==> src/rtl/text_term_pkg.sv <==
// Shared definitions for the text terminal: writer FSM states, control
// character codes and the printable range.
package text_term_pkg;

  typedef enum logic [1:0] {
    ST_IDLE,
    ST_WRITE,
    ST_CLR_LINE,
    ST_CLR_ALL
  } state_e;

  localparam logic [7:0] CHAR_BS       = 8'h08;
  localparam logic [7:0] CHAR_LF       = 8'h0A;
  localparam logic [7:0] CHAR_FF       = 8'h0C;
  localparam logic [7:0] CHAR_CR       = 8'h0D;
  localparam logic [7:0] CHAR_SPACE    = 8'h20;
  localparam logic [7:0] CHAR_PRINT_LO = 8'h20;
  localparam logic [7:0] CHAR_PRINT_HI = 8'h7E;

  function automatic logic is_printable(input logic [7:0] c);
    return (c >= CHAR_PRINT_LO) && (c <= CHAR_PRINT_HI);
  endfunction

endpackage

==> src/rtl/text_cursor_writer_if.sv <==
// Byte-in handshake from the UART receiver plus the character RAM write port.
interface text_cursor_writer_if #(
  parameter int ROW_W = 2,
  parameter int COL_W = 5
);
  logic [7:0]       rx_data;
  logic             rx_valid;
  logic             rx_ready;
  logic             ram_we;
  logic [ROW_W-1:0] ram_row;
  logic [COL_W-1:0] ram_col;
  logic [7:0]       ram_data;

  modport master (
    output rx_data, rx_valid,
    input  rx_ready, ram_we, ram_row, ram_col, ram_data
  );

  modport slave (
    input  rx_data, rx_valid,
    output rx_ready, ram_we, ram_row, ram_col, ram_data
  );
endinterface

==> src/rtl/text_cursor_writer_cursor_step.sv <==
// Combinational cursor arithmetic: next cell forward (with wrap flag) and
// previous cell backward, saturating at the top-left corner.
module cursor_step #(
  parameter int COLS  = 32,
  parameter int ROWS  = 4,
  parameter int COL_W = $clog2(COLS),
  parameter int ROW_W = $clog2(ROWS)
) (
  input  logic [ROW_W-1:0] row,
  input  logic [COL_W-1:0] col,
  output logic [ROW_W-1:0] adv_row,
  output logic [COL_W-1:0] adv_col,
  output logic             adv_wrap,
  output logic [ROW_W-1:0] back_row,
  output logic [COL_W-1:0] back_col
);
  localparam logic [COL_W-1:0] COL_LAST = COL_W'(COLS - 1);
  localparam logic [ROW_W-1:0] ROW_LAST = ROW_W'(ROWS - 1);

  always_comb begin
    adv_wrap = (col == COL_LAST);
    adv_col  = adv_wrap ? '0 : col + COL_W'(1);
    adv_row  = row;
    if (adv_wrap) begin
      adv_row = (row == ROW_LAST) ? '0 : row + ROW_W'(1);
    end

    back_row = row;
    back_col = col;
    if (col != '0) begin
      back_col = col - COL_W'(1);
    end else if (row != '0) begin
      back_row = row - ROW_W'(1);
      back_col = COL_LAST;
    end
  end
endmodule

==> src/rtl/text_cursor_writer.sv <==
// Character-cell writer: turns received bytes into text RAM writes at the
// cursor, handling CR/LF/BS/FF, row wrap and optional new-line blanking.
module text_cursor_writer
  import text_term_pkg::*;
#(
  parameter int COLS       = 32,
  parameter int ROWS       = 4,
  parameter int LINE_CLEAR = 1,
  parameter int COL_W      = $clog2(COLS),
  parameter int ROW_W      = $clog2(ROWS)
) (
  input  logic                 clk,
  input  logic                 reset,
  text_cursor_writer_if.slave  bus,
  output logic [ROW_W-1:0]     cur_row,
  output logic [COL_W-1:0]     cur_col,
  output logic                 overrun
);
  localparam int               FILL_W   = ROW_W + COL_W;
  localparam logic [COL_W-1:0] COL_LAST = COL_W'(COLS - 1);
  localparam logic             LC       = (LINE_CLEAR != 0);

  state_e            state_q, state_d;
  logic [ROW_W-1:0]  cur_row_q, ram_row_q;
  logic [COL_W-1:0]  cur_col_q, ram_col_q;
  logic [7:0]        ram_data_q;
  logic              ram_we_q, overrun_q, clr_pend_q;
  logic [FILL_W-1:0] fill_q;

  logic [ROW_W-1:0]  adv_row, back_row, lf_row;
  logic [COL_W-1:0]  adv_col, back_col;
  logic              adv_wrap, accept, line_last, all_last;
  logic [7:0]        rx;

  cursor_step #(
    .COLS  (COLS),
    .ROWS  (ROWS),
    .COL_W (COL_W),
    .ROW_W (ROW_W)
  ) u_step (
    .row      (cur_row_q),
    .col      (cur_col_q),
    .adv_row  (adv_row),
    .adv_col  (adv_col),
    .adv_wrap (adv_wrap),
    .back_row (back_row),
    .back_col (back_col)
  );

  assign rx        = bus.rx_data;
  assign accept    = (state_q == ST_IDLE) && bus.rx_valid;
  assign lf_row    = cur_row_q + ROW_W'(1);
  assign line_last = (fill_q[COL_W-1:0] == COL_LAST);
  assign all_last  = &fill_q;

  always_ff @(posedge clk or negedge reset) begin
    if (!reset) state_q <= ST_IDLE;
    else        state_q <= state_d;
  end

  always_comb begin
    state_d = state_q;
    case (state_q)
      ST_IDLE: begin
        if (accept) begin
          if (is_printable(rx) || rx == CHAR_BS) state_d = ST_WRITE;
          else if (rx == CHAR_FF)                state_d = ST_CLR_ALL;
          else if (rx == CHAR_LF && LC)          state_d = ST_CLR_LINE;
        end
      end
      ST_WRITE:    state_d = clr_pend_q ? ST_CLR_LINE : ST_IDLE;
      ST_CLR_LINE: if (line_last) state_d = ST_IDLE;
      ST_CLR_ALL:  if (all_last)  state_d = ST_IDLE;
      default:     state_d = ST_IDLE;
    endcase
  end

  // RAM outputs are loaded on the edge that enters each writing cycle, so a
  // clear following a WRITE starts on the very next cycle without a gap.
  always_ff @(posedge clk or negedge reset) begin
    if (!reset) begin
      cur_row_q  <= '0;
      cur_col_q  <= '0;
      ram_we_q   <= 1'b0;
      ram_row_q  <= '0;
      ram_col_q  <= '0;
      ram_data_q <= '0;
      overrun_q  <= 1'b0;
      clr_pend_q <= 1'b0;
      fill_q     <= '0;
    end else begin
      if (bus.rx_valid && state_q != ST_IDLE) overrun_q <= 1'b1;
      case (state_q)
        ST_IDLE: begin
          ram_we_q <= 1'b0;
          if (accept) begin
            if (is_printable(rx)) begin
              ram_we_q   <= 1'b1;
              ram_row_q  <= cur_row_q;
              ram_col_q  <= cur_col_q;
              ram_data_q <= rx;
              cur_row_q  <= adv_row;
              cur_col_q  <= adv_col;
              clr_pend_q <= adv_wrap & LC;
            end else if (rx == CHAR_BS) begin
              ram_we_q   <= 1'b1;
              ram_row_q  <= back_row;
              ram_col_q  <= back_col;
              ram_data_q <= CHAR_SPACE;
              cur_row_q  <= back_row;
              cur_col_q  <= back_col;
              clr_pend_q <= 1'b0;
            end else if (rx == CHAR_CR) begin
              cur_col_q <= '0;
            end else if (rx == CHAR_LF) begin
              cur_row_q <= lf_row;
              cur_col_q <= '0;
              if (LC) begin
                ram_we_q   <= 1'b1;
                ram_row_q  <= lf_row;
                ram_col_q  <= '0;
                ram_data_q <= CHAR_SPACE;
                fill_q     <= {lf_row, {COL_W{1'b0}}};
              end
            end else if (rx == CHAR_FF) begin
              ram_we_q   <= 1'b1;
              ram_row_q  <= '0;
              ram_col_q  <= '0;
              ram_data_q <= CHAR_SPACE;
              fill_q     <= '0;
            end
          end
        end
        ST_WRITE: begin
          if (clr_pend_q) begin
            ram_we_q   <= 1'b1;
            ram_row_q  <= cur_row_q;
            ram_col_q  <= '0;
            ram_data_q <= CHAR_SPACE;
            fill_q     <= {cur_row_q, {COL_W{1'b0}}};
            clr_pend_q <= 1'b0;
          end else begin
            ram_we_q <= 1'b0;
          end
        end
        ST_CLR_LINE: begin
          if (line_last) begin
            ram_we_q <= 1'b0;
          end else begin
            fill_q    <= fill_q + FILL_W'(1);
            ram_col_q <= fill_q[COL_W-1:0] + COL_W'(1);
          end
        end
        ST_CLR_ALL: begin
          if (all_last) begin
            ram_we_q  <= 1'b0;
            cur_row_q <= '0;
            cur_col_q <= '0;
          end else begin
            fill_q                 <= fill_q + FILL_W'(1);
            {ram_row_q, ram_col_q} <= fill_q + FILL_W'(1);
          end
        end
        default: ram_we_q <= 1'b0;
      endcase
    end
  end

  assign bus.rx_ready = (state_q == ST_IDLE);
  assign bus.ram_we   = ram_we_q;
  assign bus.ram_row  = ram_row_q;
  assign bus.ram_col  = ram_col_q;
  assign bus.ram_data = ram_data_q;
  assign cur_row      = cur_row_q;
  assign cur_col      = cur_col_q;
  assign overrun      = overrun_q;
endmodule

==> src/flat_wrapper.sv <==
// flat-port wrapper written by rule: the top's interface ports become plain ports
module text_cursor_writer_flat import text_term_pkg::*;
#(
  parameter int COLS       = 32,
  parameter int ROWS       = 4,
  parameter int LINE_CLEAR = 1,
  parameter int COL_W      = $clog2(COLS),
  parameter int ROW_W      = $clog2(ROWS)
)
  (clk, reset, cur_row, cur_col, overrun, bus_rx_data, bus_rx_valid, bus_rx_ready, bus_ram_we, bus_ram_row, bus_ram_col, bus_ram_data);
  text_cursor_writer_if #(.ROW_W(ROW_W), .COL_W(COL_W)) bus_i ();
  input  logic clk;
  input  logic reset;
  output logic [ROW_W-1:0] cur_row;
  output logic [COL_W-1:0] cur_col;
  output logic overrun;
  input wire logic [$bits(bus_i.rx_data)-1:0] bus_rx_data;
  input wire logic [$bits(bus_i.rx_valid)-1:0] bus_rx_valid;
  output wire logic [$bits(bus_i.rx_ready)-1:0] bus_rx_ready;
  output wire logic [$bits(bus_i.ram_we)-1:0] bus_ram_we;
  output wire logic [$bits(bus_i.ram_row)-1:0] bus_ram_row;
  output wire logic [$bits(bus_i.ram_col)-1:0] bus_ram_col;
  output wire logic [$bits(bus_i.ram_data)-1:0] bus_ram_data;
  assign bus_i.rx_data = bus_rx_data;
  assign bus_i.rx_valid = bus_rx_valid;
  assign bus_rx_ready = bus_i.rx_ready;
  assign bus_ram_we = bus_i.ram_we;
  assign bus_ram_row = bus_i.ram_row;
  assign bus_ram_col = bus_i.ram_col;
  assign bus_ram_data = bus_i.ram_data;
  text_cursor_writer #(.COLS(COLS), .ROWS(ROWS), .LINE_CLEAR(LINE_CLEAR), .COL_W(COL_W), .ROW_W(ROW_W)) u_core (.clk(clk), .reset(reset), .bus(bus_i), .cur_row(cur_row), .cur_col(cur_col), .overrun(overrun));
endmodule
==> config.mk <==
export PLATFORM = sky130hd
export DESIGN_NAME = text_cursor_writer_flat
export DESIGN_NICKNAME = d
export VERILOG_FILES = /design/src/rtl/text_term_pkg.sv /design/src/rtl/text_cursor_writer_if.sv /design/src/rtl/text_cursor_writer_cursor_step.sv /design/src/rtl/text_cursor_writer.sv /design/src/flat_wrapper.sv
export SDC_FILE = /design/constraint.sdc
export NUM_CORES = 1
export LEC_CHECK = 0
export BUFFER_PORTS_ARGS = -buffer_cell sky130_fd_sc_hd__buf_2
export CAP_MARGIN = 20
export CORE_UTILIZATION = 40
export DETAILED_ROUTE_END_ITERATION = 8
export GPL_ROUTABILITY_DRIVEN = 1
export HOLD_SLACK_MARGIN = 0.12
export SKIP_CTS_REPAIR_TIMING = 1
export SLEW_MARGIN = 30
export SYNTH_ARGS = -nofsm -noshare
export SYNTH_HDL_FRONTEND = slang
export SYNTH_SLANG_ARGS = --single-unit
==> constraint.sdc <==
create_clock -name clk -period 3 [get_ports clk]
set_clock_uncertainty 0.05 [all_clocks]
set_input_delay 0.3 -clock clk [delete_from_list [all_inputs] [get_ports clk]]
set_output_delay 0.3 -clock clk [all_outputs]
set_load 0.02 [all_outputs]
==> flow_summary.ini <==
[run_status]
outcome = finished, final reports clean

[route]
routed_wl_mm = 6.55
post_drt_wl_per_cell_um = 17.1
viasPerCell = 5.87
first_pass_iters = 4
drc_errors = 0
vias = 2250
drtIter0Drc = 85
postRouteAntennaNets = 0

[logic_synthesis]
ys_seq_area_share_pct = 34.6
synth_edf_count = 0
syn_inst = 274
async_reset_ff_share_pct = 100
yosys_warnings = 0
synth_area_leaders = dfrtp_1 35%, ha_1 7.1%, o21ai_0 4.3%
synth.area.mux_share_pct = 5.64
syn_nets = 299
syn_area_per_cell_sq_um = 8.99
ys_types = 65
yosys_register_bits = 34
synth-adder-area-share_pct = 7.11
netlist.area_leader.share_pct = 34.6
synth_top_family_by_area = compound AO/OA/AOI/OAI gates
yosysTopAreaCell = dfrtp_1
synth-compound-area-share_pct = 26.0
synth_xor_area_share_pct = 1.42
synth.cell_area_sq_mm = 0.00246
ys.flop_type = dfrtp_1
synth_simple_gate_area_share_pct = 19.8

[clock_network]
cts_buffers = 5
cts_buffer_depth = 2
cts_tree = built
clk_latency_ns = 0.29
htree_levels = 2
cts.sinks = 34
clk_pin_slew_worst_paths_ns = 0.08
clock-root-buffer = clkbuf_8

[worst_setup_path]
crit_path_start_kind = flip-flop
cp_max_fo = 8
required_ns = 3.13
path_class = flip-flop to flip-flop
critPathCaptureType = flip-flop
worstPathArrival_ns = 2.60

[hold_path]
min_path_type = input port to flip-flop

[global_routing]
grt_max_degree = 35
grt_pass1_vias = 2213
grt_overflow_total = 0
grt_first_pass_wirelength_mm = 10.9
grt_usage_pct = 22.4
grt_antenna_before_repair = 0

[power]
power_frac_clock_pct = 14.6
seqPwrFrac_pct = 29.0
p_int_w = 0.00133
power.density_mw_per_mm2 = 901
p_leak_nw = 1.25
switchingPower_w = 0.00120
switching_share_pct = 47.3
power_frac_comb_pct = 56.4
ir_drop_mv = 0.487

[floorplan]
core_sq_mm = 0.00592
die_w_um = 80.5
boundaryPins = 36
rows = 28
start_util_pct = 41.6
die_height_um = 80.5
die-area_sq_mm = 0.00647

[placed_design]
port_buffers = 35
dp_hpwl_mm = 4.86
gp_congestion = 0.876

[timing]
period_needed_ns = 2.46
tightest_slew_ns = 0.787
rsz0062_at_grt = false
hold_viol = 0
setup-violations-final = 0
max-slew-margin-rel_pct = 47.5
tns_ns = 0
fmax_ghz = 0.406
min_period_over_period_pct = 82.1
slew_viol_final = 0

[final_layout]
final_util_pct = 47.4
fill_cells = 583
synthToLayoutAreaGrowth_pct = 14.0
drive_gt1_share_pct = 21.8
n_antenna_cell = 0
nNetsFinal = 332

[run]
drv_cap = 0
metrics by stage:
stage          total power [W]  cells  hold slack (ns)  cell area (sq um)  worst slack, ns
3_5_place_dp           0.00216    374            0.387               2700            0.557
6_report               0.00253    383            0.224               2810            0.536
3_3_place_gp           0.00216    374            0.379               2700            0.549
4_1_cts                0.00253    382           0.0664               2800            0.546
2_1_floorplan          0.00175    274          -0.0456               2460            0.676
5_1_grt                0.00272    383            0.236               2810            0.372
final cells by class:
cell class	instances	area, sq um	share of cell area, %
clock inverter	2	12.5	0.446
tap	75	93.8	3.34
timing repair buffer	42	230	8.20
inverter	16	60.1	2.14
sequential	34	851	30.3
multi-input combinational	208	1480	52.6
clock buffer	6	82.6	2.94
cells by family after synthesis:
group,after synthesis
adders and majority gates,14
xor gates and xnor gates,4
buffers and inverters,32
AOI/OAI and AO/OA,87
muxes,13
DFF,34
and+or+nand+nor,90
path summary, 6_finish.rpt:
kind | startpoint | slack, ns | to | cells after the start
max in group asynchronous | reset | 1.83 | u_core.fill_q[0]$_DFFE_PN0P_ | 2
min reg2reg | u_core.overrun$_DFFE_PN0P_ | 0.41 | u_core.overrun$_DFFE_PN0P_ | 1
max reg2reg | u_core.state_q[1]$_DFFE_PN0P_ | 0.54 | u_core.bus.ram_col[0]$_DFFE_PN0P_ | 6
min | bus_rx_data[3] | 0.22 | u_core.bus.ram_data[3]$_DFFE_PN0P_ | 2
max | u_core.state_q[1]$_DFFE_PN0P_ | 0.54 | u_core.bus.ram_col[0]$_DFFE_PN0P_ | 6
min in group asynchronous | reset | 0.57 | u_core.cur_col[4]$_DFFE_PN0P_ | 2
synth_stat cells, types with 3 or more instances:
| cell | instances |
|---|---|
| a21oi_1 | 12 |
| a22o_1 | 6 |
| nor3_1 | 4 |
| o21ai_0 | 21 |
| inv_1 | 16 |
| nor2_1 | 14 |
| a221oi_1 | 3 |
| mux2_2 | 7 |
| nor4_1 | 5 |
| mux2i_1 | 6 |
| ha_1 | 14 |
| buf_2 | 3 |
| nand4_1 | 3 |
| o41ai_1 | 3 |
| and2_1 | 4 |
| nand3_1 | 10 |
| nand2_1 | 27 |
| dfrtp_1 | 34 |
| clkbuf_1 | 11 |
| or3_1 | 3 |
| o211ai_1 | 6 |
| xnor2_1 | 4 |
power groups by stage:
stage	Combinational (W)	Clock, W	Sequential, W
final	0.00143	0.000369	0.000732
after CTS	0.00142	0.000376	0.000731
after detailed placement	0.00142	0	0.000736
after floorplan	0.000933	0	0.000822
after global routing	0.00157	0.000395	0.000752
after global placement	0.00142	0	0.000738
layer usage:
| metal | wire, um | global-route usage, % | up-vias | part of all wire (%) |
|---|---|---|---|---|
| li1 | - | - | 1097 | - |
| met5 | 0 | 0 | - | 0 |
| met1 | 3270 | 30.6 | 1093 | 50 |
| met3 | 228 | 3.07 | 9 | 3.5 |
| met2 | 2950 | 35.9 | 51 | 45 |
| met4 | 104 | 8.04 | 0 | 1.6 |
critical path, cell delays in order (launching register included):
cell and delay (ns):
dfrtp_1 0.40, inv_1 0.20, ha_1 0.40, inv_1 0.19
or3_1 0.45, nand4_1 0.29, mux2_2 0.38
flip-flops by register name, summed over array words and instances, names as in the netlist:
signal,cells
u_core.overrun,1
u_core.state_q,2
u_core.cur_row,2
u_core.bus.ram_data,8
u_core.bus.ram_col,5
u_core.bus.ram_we,1
u_core.clr_pend_q,1
u_core.cur_col,5
u_core.bus.ram_row,2
u_core.fill_q,7
layout by cell type, fill, tap and decap left out, drive strengths merged, types with 4 or more instances in the layout:
cell / synthesis / layout
buf: 5 / 41
dfrtp: 34 / 34
nand2: 27 / 27
o21ai: 23 / 23
inv: 16 / 16
nor2: 14 / 14
ha: 14 / 14
a21oi: 12 / 12
nand3: 10 / 10
mux2: 7 / 7
a22o: 7 / 7
o211ai: 6 / 6
mux2i: 6 / 6
clkbuf: 11 / 6
nor4: 5 / 5
nor3: 5 / 5
and2: 4 / 4
xnor2: 4 / 4
nand4: 4 / 4
o41ai: 4 / 4
(Power assumes the default switching activity.)
